<file path="src/rtl/router_fsm_param.sv">
// -----------------------------------------------------------------------------
// router_fsm_param
//
// Control FSM for a 1xN packet router. It sits between the input register
// block and the N output FIFOs. It decodes the header byte, latches the
// destination, and sequences the load, fifo-full, parity and check phases.
// Packets addressed to a non-existent port are streamed through a drop path
// without writing any FIFO. If the destination FIFO is not empty when a
// header arrives, the FSM waits for it to drain. This wait is bounded: after
// WAIT_TIMEOUT cycles the FSM gives up and pulses timeout_err.
//
// Parameters
//   N_PORTS       number of output channels / FIFOs
//   DATA_W        width of data_in; header byte = {payload_len, addr}
//   ADDR_W        width of the address field data_in[ADDR_W-1:0]
//                 (2**ADDR_W >= N_PORTS, ADDR_W < DATA_W)
//   WAIT_TIMEOUT  max cycles spent waiting for an empty FIFO, 0 = forever
//   CNT_W         wait counter width (WAIT_TIMEOUT < 2**CNT_W)
//
// Ports
//   clock          in   1        single clock, posedge
//   reset          in   1        synchronous, active-high
//   pkt_valid      in   1        source packet valid
//   data_in        in   DATA_W   header / payload byte
//   fifo_empty     in   N_PORTS  per-FIFO empty flags
//   fifo_full      in   1        full flag of the currently selected FIFO
//   soft_reset     in   N_PORTS  per-FIFO read-timeout soft reset
//   low_pkt_valid  in   1        registered pkt_valid low (register block)
//   parity_done    in   1        parity byte captured (register block)
//   dest_addr      out  ADDR_W   latched destination / FIFO select
//   detect_add     out  1        state == DECODE
//   lfd_state      out  1        state == LFD (load first data = header)
//   ld_state       out  1        state == LOAD_DATA
//   full_state     out  1        state == FIFO_FULL
//   laf_state      out  1        state == LAF (load after full)
//   drop_state     out  1        state is DROP or DROP_PAR
//   write_enb_reg  out  1        FIFO write enable
//   rst_int_reg    out  1        clears the internal parity registers
//   busy           out  1        stall request to the source
//   timeout_err    out  1        one-cycle pulse when the wait times out
// -----------------------------------------------------------------------------
module router_fsm_param #(
    parameter int N_PORTS      = 3,
    parameter int DATA_W       = 8,
    parameter int ADDR_W       = 2,
    parameter int WAIT_TIMEOUT = 64,
    parameter int CNT_W        = 16
) (
    input  logic               clock,
    input  logic               reset,
    input  logic               pkt_valid,
    input  logic [DATA_W-1:0]  data_in,
    input  logic [N_PORTS-1:0] fifo_empty,
    input  logic               fifo_full,
    input  logic [N_PORTS-1:0] soft_reset,
    input  logic               low_pkt_valid,
    input  logic               parity_done,
    output logic [ADDR_W-1:0]  dest_addr,
    output logic               detect_add,
    output logic               lfd_state,
    output logic               ld_state,
    output logic               full_state,
    output logic               laf_state,
    output logic               drop_state,
    output logic               write_enb_reg,
    output logic               rst_int_reg,
    output logic               busy,
    output logic               timeout_err
);

    typedef enum logic [3:0] {
        DECODE       = 4'd0,
        LFD          = 4'd1,
        LOAD_DATA    = 4'd2,
        FIFO_FULL    = 4'd3,
        LAF          = 4'd4,
        LOAD_PARITY  = 4'd5,
        CHECK_PARITY = 4'd6,
        WAIT_EMPTY   = 4'd7,
        DROP         = 4'd8,
        DROP_PAR     = 4'd9
    } state_t;

    // N_PORTS may equal 2**ADDR_W, so the legality compare needs one extra bit.
    localparam logic [ADDR_W:0]  N_PORTS_L  = (ADDR_W + 1)'(N_PORTS);
    localparam bit               TIMEOUT_EN = (WAIT_TIMEOUT != 0);
    localparam logic [CNT_W-1:0] WAIT_LAST  =
        (WAIT_TIMEOUT == 0) ? CNT_W'(0) : CNT_W'(WAIT_TIMEOUT - 1);

    state_t             state;
    state_t             next_state;
    logic [CNT_W-1:0]   wait_cnt;
    logic [ADDR_W-1:0]  hdr_addr;
    logic               hdr_legal;
    logic               soft_hit;
    logic               timeout_hit;

    // Payload length travels with the header but is not needed for control.
    logic               unused_payload_len;
    assign unused_payload_len = ^data_in[DATA_W-1:ADDR_W];

    // Select one per-port flag by address. The address range can exceed
    // N_PORTS, so an out-of-range address simply selects 0 instead of
    // indexing past the vector.
    function automatic logic port_sel(input logic [N_PORTS-1:0] vec,
                                      input logic [ADDR_W-1:0]  idx);
        logic r;
        r = 1'b0;
        for (int i = 0; i < N_PORTS; i++) begin
            if (idx == ADDR_W'(i)) r = vec[i];
        end
        return r;
    endfunction

    assign hdr_addr  = data_in[ADDR_W-1:0];
    assign hdr_legal = ({1'b0, hdr_addr} < N_PORTS_L);

    // Soft reset is keyed on the latched destination only. It is meaningless
    // in DECODE (no packet yet) and in the drop path (no FIFO owned).
    always_comb begin
        soft_hit = 1'b0;
        if (!(state inside {DECODE, DROP, DROP_PAR})) begin
            soft_hit = port_sel(soft_reset, dest_addr);
        end
    end

    // Next-state logic
    always_comb begin
        next_state  = state;
        timeout_hit = 1'b0;
        case (state)
            DECODE: begin
                if (pkt_valid) begin
                    if (!hdr_legal) begin
                        next_state = DROP;
                    end else if (port_sel(fifo_empty, hdr_addr)) begin
                        next_state = LFD;
                    end else begin
                        next_state = WAIT_EMPTY;
                    end
                end
            end
            WAIT_EMPTY: begin
                // A FIFO draining on the last allowed cycle still wins.
                if (port_sel(fifo_empty, dest_addr)) begin
                    next_state = LFD;
                end else if (TIMEOUT_EN && (wait_cnt == WAIT_LAST)) begin
                    next_state  = DECODE;
                    timeout_hit = 1'b1;
                end
            end
            LFD: begin
                next_state = LOAD_DATA;
            end
            LOAD_DATA: begin
                if (fifo_full) begin
                    next_state = FIFO_FULL;
                end else if (!pkt_valid) begin
                    next_state = LOAD_PARITY;
                end
            end
            FIFO_FULL: begin
                if (!fifo_full) next_state = LAF;
            end
            LAF: begin
                if (parity_done) begin
                    next_state = DECODE;
                end else if (low_pkt_valid) begin
                    next_state = LOAD_PARITY;
                end else begin
                    next_state = LOAD_DATA;
                end
            end
            LOAD_PARITY: begin
                next_state = CHECK_PARITY;
            end
            CHECK_PARITY: begin
                next_state = fifo_full ? FIFO_FULL : DECODE;
            end
            DROP: begin
                if (!pkt_valid) next_state = DROP_PAR;
            end
            DROP_PAR: begin
                // The parity byte of a dropped packet is discarded here.
                next_state = DECODE;
            end
            default: begin
                next_state = DECODE;
            end
        endcase
    end

    // State, destination, wait counter and timeout pulse registers
    always_ff @(posedge clock) begin
        if (reset) begin
            state       <= DECODE;
            dest_addr   <= '0;
            wait_cnt    <= '0;
            timeout_err <= 1'b0;
        end else begin
            state       <= soft_hit ? DECODE : next_state;
            timeout_err <= timeout_hit && !soft_hit;
            if ((state == DECODE) && pkt_valid) begin
                dest_addr <= hdr_addr;
            end
            // Counts cycles already spent in WAIT_EMPTY; any other state
            // holds it at zero, so it is zero on the first waiting cycle.
            if (state == WAIT_EMPTY) begin
                wait_cnt <= wait_cnt + 1'b1;
            end else begin
                wait_cnt <= '0;
            end
        end
    end

    // Moore output decodes of the registered state
    always_comb begin
        detect_add    = 1'b0;
        lfd_state     = 1'b0;
        ld_state      = 1'b0;
        full_state    = 1'b0;
        laf_state     = 1'b0;
        drop_state    = 1'b0;
        write_enb_reg = 1'b0;
        rst_int_reg   = 1'b0;
        busy          = 1'b0;
        case (state)
            DECODE: begin
                detect_add = 1'b1;
            end
            LFD: begin
                lfd_state = 1'b1;
                busy      = 1'b1;
            end
            LOAD_DATA: begin
                ld_state      = 1'b1;
                write_enb_reg = 1'b1;
            end
            FIFO_FULL: begin
                full_state = 1'b1;
                busy       = 1'b1;
            end
            LAF: begin
                laf_state     = 1'b1;
                write_enb_reg = 1'b1;
                busy          = 1'b1;
            end
            LOAD_PARITY: begin
                write_enb_reg = 1'b1;
                busy          = 1'b1;
            end
            CHECK_PARITY: begin
                rst_int_reg = 1'b1;
                busy        = 1'b1;
            end
            WAIT_EMPTY: begin
                busy = 1'b1;
            end
            DROP, DROP_PAR: begin
                // Not busy: the source streams the bad packet out.
                drop_state = 1'b1;
            end
            default: begin
                detect_add = 1'b0;
            end
        endcase
    end

endmodule

</file>
<file path="config.mk">
export PLATFORM = sky130hd
export DESIGN_NAME = router_fsm_param
export DESIGN_NICKNAME = d
export VERILOG_FILES = /design/src/rtl/router_fsm_param.sv
export SDC_FILE = /design/constraint.sdc
export NUM_CORES = 1
export LEC_CHECK = 0
export CORE_MARGIN = 10
export CORE_UTILIZATION = 25
export DETAILED_ROUTE_END_ITERATION = 8
export PLACE_DENSITY_LB_ADDON = 0.25
export SKIP_LAST_GASP = 1
export SYNTH_ARGS = -nofsm -noshare
export SYNTH_HDL_FRONTEND = slang
export SYNTH_SLANG_ARGS = --single-unit
</file>
<file path="constraint.sdc">
create_clock -name clock -period 4.6 [get_ports clock]
set_input_delay 1.15 -clock clock [delete_from_list [all_inputs] [get_ports clock]]
set_output_delay 1.15 -clock clock [all_outputs]
set_load 0.05 [all_outputs]
</file>
After elaboration in Yosys (flattened, before gate mapping)
Cells that the tools add are included.
W data, S select, Z words.
{"block": "word_totals", "out_inout_bits": 12, "elab_cells": 78, "in_bits": 20, "reg_bits": 23}
{"block": "op_classes", "eq_ne": 19, "mux": 39, "bitwise": 1, "n_reduce_logical": 13, "order_cmp": 1, "add_sub_neg": 1}
{"operator": "$pmux W4 S9", "n": 1}
{"operator": "$mux W4", "n": 8}
{"operator": "$mux W1", "n": 26}
{"operator": "$add A16 B1 Y16 const B", "n": 1}
{"operator": "$eq A16 B6 Y1 const B", "n": 1}
{"operator": "$eq A4 B3 Y1 const B", "n": 4}
{"operator": "$mux W3", "n": 3}
{"operator": "$eq A4 B2 Y1 const B", "n": 2}
{"operator": "$eq A4 B4 Y1 const B", "n": 2}
{"operator": "$ne A2 B2 Y1 const B", "n": 3}
{"operator": "$ne A3 B3 Y1 const B", "n": 2}
{"operator": "$reduce_or A2 Y1", "n": 3}
{"operator": "$reduce_or A6 Y1", "n": 1}
{"operator": "$reduce_and A5 Y1", "n": 1}
{"operator": "$eq A2 B1 Y1 const B", "n": 2}
{"operator": "$eq A2 B2 Y1 const B", "n": 2}
{"operator": "$eq A4 B1 Y1 const B", "n": 1}
{"operator": "$logic_not A2 Y1", "n": 2}
{"operator": "$logic_not A4 Y1", "n": 1}
{"operator": "$reduce_bool A3 Y1", "n": 1}
{"operator": "$reduce_or A3 Y1", "n": 1}
{"operator": "$logic_and A1 B1 Y1", "n": 2}
{"operator": "$lt A2 B2 Y1 const B", "n": 1}
{"operator": "$mux W2", "n": 1}
{"operator": "2 further kinds", "n": 2}

Longest topological paths before layout
{"block": "logic_depth", "depth_word": 11, "mapped_depth": 6, "ltp_nobuf": 5}

Least setup slack after synthesis
No wires, ideal clock.
{"block": "synth_path", "path_type": "register to output", "startpoint": "register state[2]", "endpoint": "output laf_state", "slack_ns": 1.573, "n_path_buf": 1, "required_time_ns": 3.450, "path_stages_with_launch": 4, "t_arrival_ns": 1.877, "cell_sequence": "dfxtp_1 clkbuf_1 nand2_1 nor3_1"}
{"block": "synth_via", "elab_chain_cells": 2}
{"element": "start, declared", "line_no": "90", "source": "state_t state;"}
{"element": "start signal, assigned", "line_no": "201", "source": "state <= soft_hit ? DECODE : next_state;"}
{"element": "$eq A4 B3 Y1", "line_no": "227", "source": "case (state)"}
{"element": "$mux W1", "line_no": "227"}
{"element": "end, declared", "line_no": "63", "source": "output logic laf_state,"}
No other way between the ends.

Worst setup path after layout
{"block": "layout_path", "startpoint": "register state[1]", "endpoint": "output write_enb_reg"}
{"block": "layout_via", "elab_chain_cells": 3, "elab_cells_between_ends": 5, "classes_between": "eq/ne (3); mux (1); reduce/logical (1)"}
{"element": "$eq A4 B3 Y1 or $eq A4 B2 Y1 (tied branches)", "line_no": "227"}
{"element": "$reduce_or A3 Y1 (no line) *"}
{"element": "$mux W1 *", "line_no": "227"}
{"element": "end, declared", "line_no": "65", "source": "output logic write_enb_reg,"}
Mark *: on every way between the ends. The rest lies on a longest branch, timed or not.

==> results.json <==
{
  "end_kind": "primary output",
  "synth_edf_count": 0,
  "netlist_instances": 160,
  "cts.clk_slew.worst_paths_ps": 80,
  "p_leak_nw": 0.554,
  "drtPass1Iterations": 4,
  "min_path_type": "flip-flop to flip-flop",
  "setup_violations": 0,
  "ctsResizeCount": 0,
  "dr_total_vias": 1176,
  "drcViolationCount": 0,
  "hold_depth": 1,
  "syn_nets": 181,
  "worst_pin_slew_ps": 663,
  "grt_pass1_vias": 1112,
  "synth_top_area_cell": "dfxtp_1",
  "ys_top_cells_by_area": "dfxtp_1 (35%), xor2_1 (7.9%), nor2_1 (7.3%), nand3_1 (4.1%), nand2_1 (3.1%)",
  "r2r-start": "state[1]$_SDFFE_PP0P_",
  "grt-ovfl-total": 0,
  "status": "finished clean",
  "die_h_um": 92.9,
  "yosysWarnings": 0,
  "final_area_um2": 1650,
  "fmax_ghz": 0.284,
  "final_common_cell": "nor2_1",
  "final_max_slew_viol_count": 0,
  "finClkSkew_ps": 1.97,
  "postCtsSetupBuffers": 0,
  "fill_cells": 576,
  "cp.required_ps": 3450,
  "dieWidth_um": 92.9,
  "arrival_ps": 2380,
  "multi_input_comb_area_um2": 795,
  "reg2reg_to": "state[2]$_SDFFE_PP0P_",
  "numClockSinks": 23,
  "reg2reg_depth": 5,
  "final_util_pct": 32.2,
  "critPathSlowestCell": "clkdlybuf4s50_1",
  "grt_pass1_wl_um": 5180,
  "cp-startpoint": "state[1]$_SDFFE_PP0P_",
  "nNetsFinal": 203,
  "cts_max_path_buffers": 2,
  "hold_end": "wait_cnt[0]$_SDFF_PP0_",
  "synthDistinctLibCells": 45,
  "die_area_um2": 8640,
  "synth_ff_type": "dfxtp_1",
  "worstSetupPathType": "flip-flop to primary output",
  "viasPerCell": 4.69,
  "rsz0062_at_grt": "no",
  "crit_fanout": 20,
  "ctsHoldBuffers": 0,
  "finalWirelength_um": 3080,
  "tns_ps": 0,
  "syn_to_final_growth_pct": 24.3,
  "cts_tree": "done",
  "synth_area_per_cell_um2": 8.31,
  "place_area_um2": 1610,
  "htree_levels": 1,
  "cp-start-kind": "flip-flop",
  "power_density_nw_per_um2": 539,
  "synth_top_area_share_pct": 34.6,
  "max_cap_viol_count": 0,
  "ir_worst_vdd_uv": 248,
  "grtUsageTotal_pct": 7.02,
  "clk_latency_ps": 260,
  "wl_per_cell_um": 12.3,
  "hold_viol": 0,
  "cpPeakStageDelay_ps": 810,
  "drtIter0Drc": 27,
  "cts-root-buf": "clkbuf_8",
  "ys_ff_latch": 23,
  "grt_max_degree": 21,
  "synth.cell_area_um2": 1330,
  "core-area_um2": 5140,
  "min_period_ps": 3530,
  "ff_latch_area_um2": 460,
  "antenna_found_initial": 0,
  "worstPathCellList": "nand2b_1 -> mux2_2 -> nor2_1 -> clkdlybuf4s50_1",
  "initial_core_util_pct": 25.9,
  "async_flop_share_pct": 0,
  "ys_seq_area_share_pct": 34.6,
  "dpl.hpwl_um": 2300,
  "gp_congestion": 0.787,
  "cts_made_buffers": 3,
  "rows": 26,
  "holdCritStartpoint": "wait_cnt[0]$_SDFF_PP0_",
  "pin_count": 32,
  "io_buffers": 25,
  "layout-drive-gt1-share_pct": 8.84,
  "max_slew_margin_pct": 55.7,
  "r2r_slack_ps": 2560,
  "post-route-period-util_pct": 76.6,
  "drt.antenna.violating_nets": 0,
  "diodes": 0,
  "layout_common_cells": "nor2_1 (26), clkdlybuf4s50_1 (25), dfxtp_1 (23)"
}
## worst max-delay path by stage
stage               endpoint  slack, ps  cells after the start
2_1_floorplan      laf_state       1570                      3
3_3_place_gp   write_enb_reg       1370                      4
3_5_place_dp   write_enb_reg       1350                      4
4_1_cts        write_enb_reg       1070                      4
5_1_grt        write_enb_reg        920                      4
6_report       write_enb_reg       1070                      4
## through the flow
stage | instances | power, mW | setup slack (ps) | hold WS [ps]
after floorplan | 160 | 0.658 | 1570 | 438
after global placement | 247 | 0.779 | 1370 | 466
after detailed placement | 247 | 0.777 | 1350 | 466
after CTS | 251 | 0.902 | 1070 | 485
after global routing | 251 | 0.952 | 924 | 525
final | 251 | 0.891 | 1070 | 483
## cell type report
class	instances	share of cell area [%]
Multi-Input combinational cell	125	48.1
Timing Repair Buffer	25	15.1
Inverter	4	0.908
Clock buffer	4	2.73
Tap cell	70	5.30
Sequential cell	23	27.9
## flip-flops by register name (all words and copies together) (netlist names)
name         flops
dest_addr        2
state            4
timeout_err      1
wait_cnt        16
## power by group
group / leakage, nW / total, mW / internal (mW) / switching (mW)
logic: 0.345 / 0.478 / 0.191 / 0.287
clock network: 0.0228 / 0.121 / 0.0616 / 0.0590
registers: 0.186 / 0.292 / 0.218 / 0.0745
total: 0.554 / 0.891 / 0.471 / 0.420
## worst max-delay path, delay by kind of cell, from the launching register on
kind	cells	cell delay (ps)
simple gates	2	260
mux	1	300
flops	1	750
buf+inv	1	810
## per-layer routing
layer  track usage, %  wire length (um)
met4             1.80                17
met5                0                 0
met2             10.6              1350
met1             9.56              1600
met3             1.94               116
## Yosys cell counts, types with 2 or more instances
| library cell | count |
|---|---|
| mux2i_1 | 2 |
| nand4_1 | 5 |
| xnor2_1 | 3 |
| dfxtp_1 | 23 |
| clkbuf_8 | 2 |
| nand3b_1 | 2 |
| o21ai_0 | 6 |
| clkbuf_1 | 3 |
| nor3b_1 | 2 |
| nand3_1 | 11 |
| o211ai_1 | 2 |
| a21oi_1 | 6 |
| and3_2 | 2 |
| xor2_1 | 12 |
| a311oi_1 | 3 |
| nor3_1 | 5 |
| nor2_1 | 26 |
| inv_1 | 4 |
| and4_1 | 3 |
| and3_1 | 2 |
| nand2_1 | 11 |
| nand2b_1 | 2 |
## logic make-up after synthesis
family	Yosys count	synth area share, %
simple gates	81	33.3
compound gates	25	13.3
flops	23	34.6
xor+xnor	15	9.88
buf+inv	12	5.64
mux	3	2.35
fa+ha+maj	1	0.941
Power figures use the tool's default switching activity.
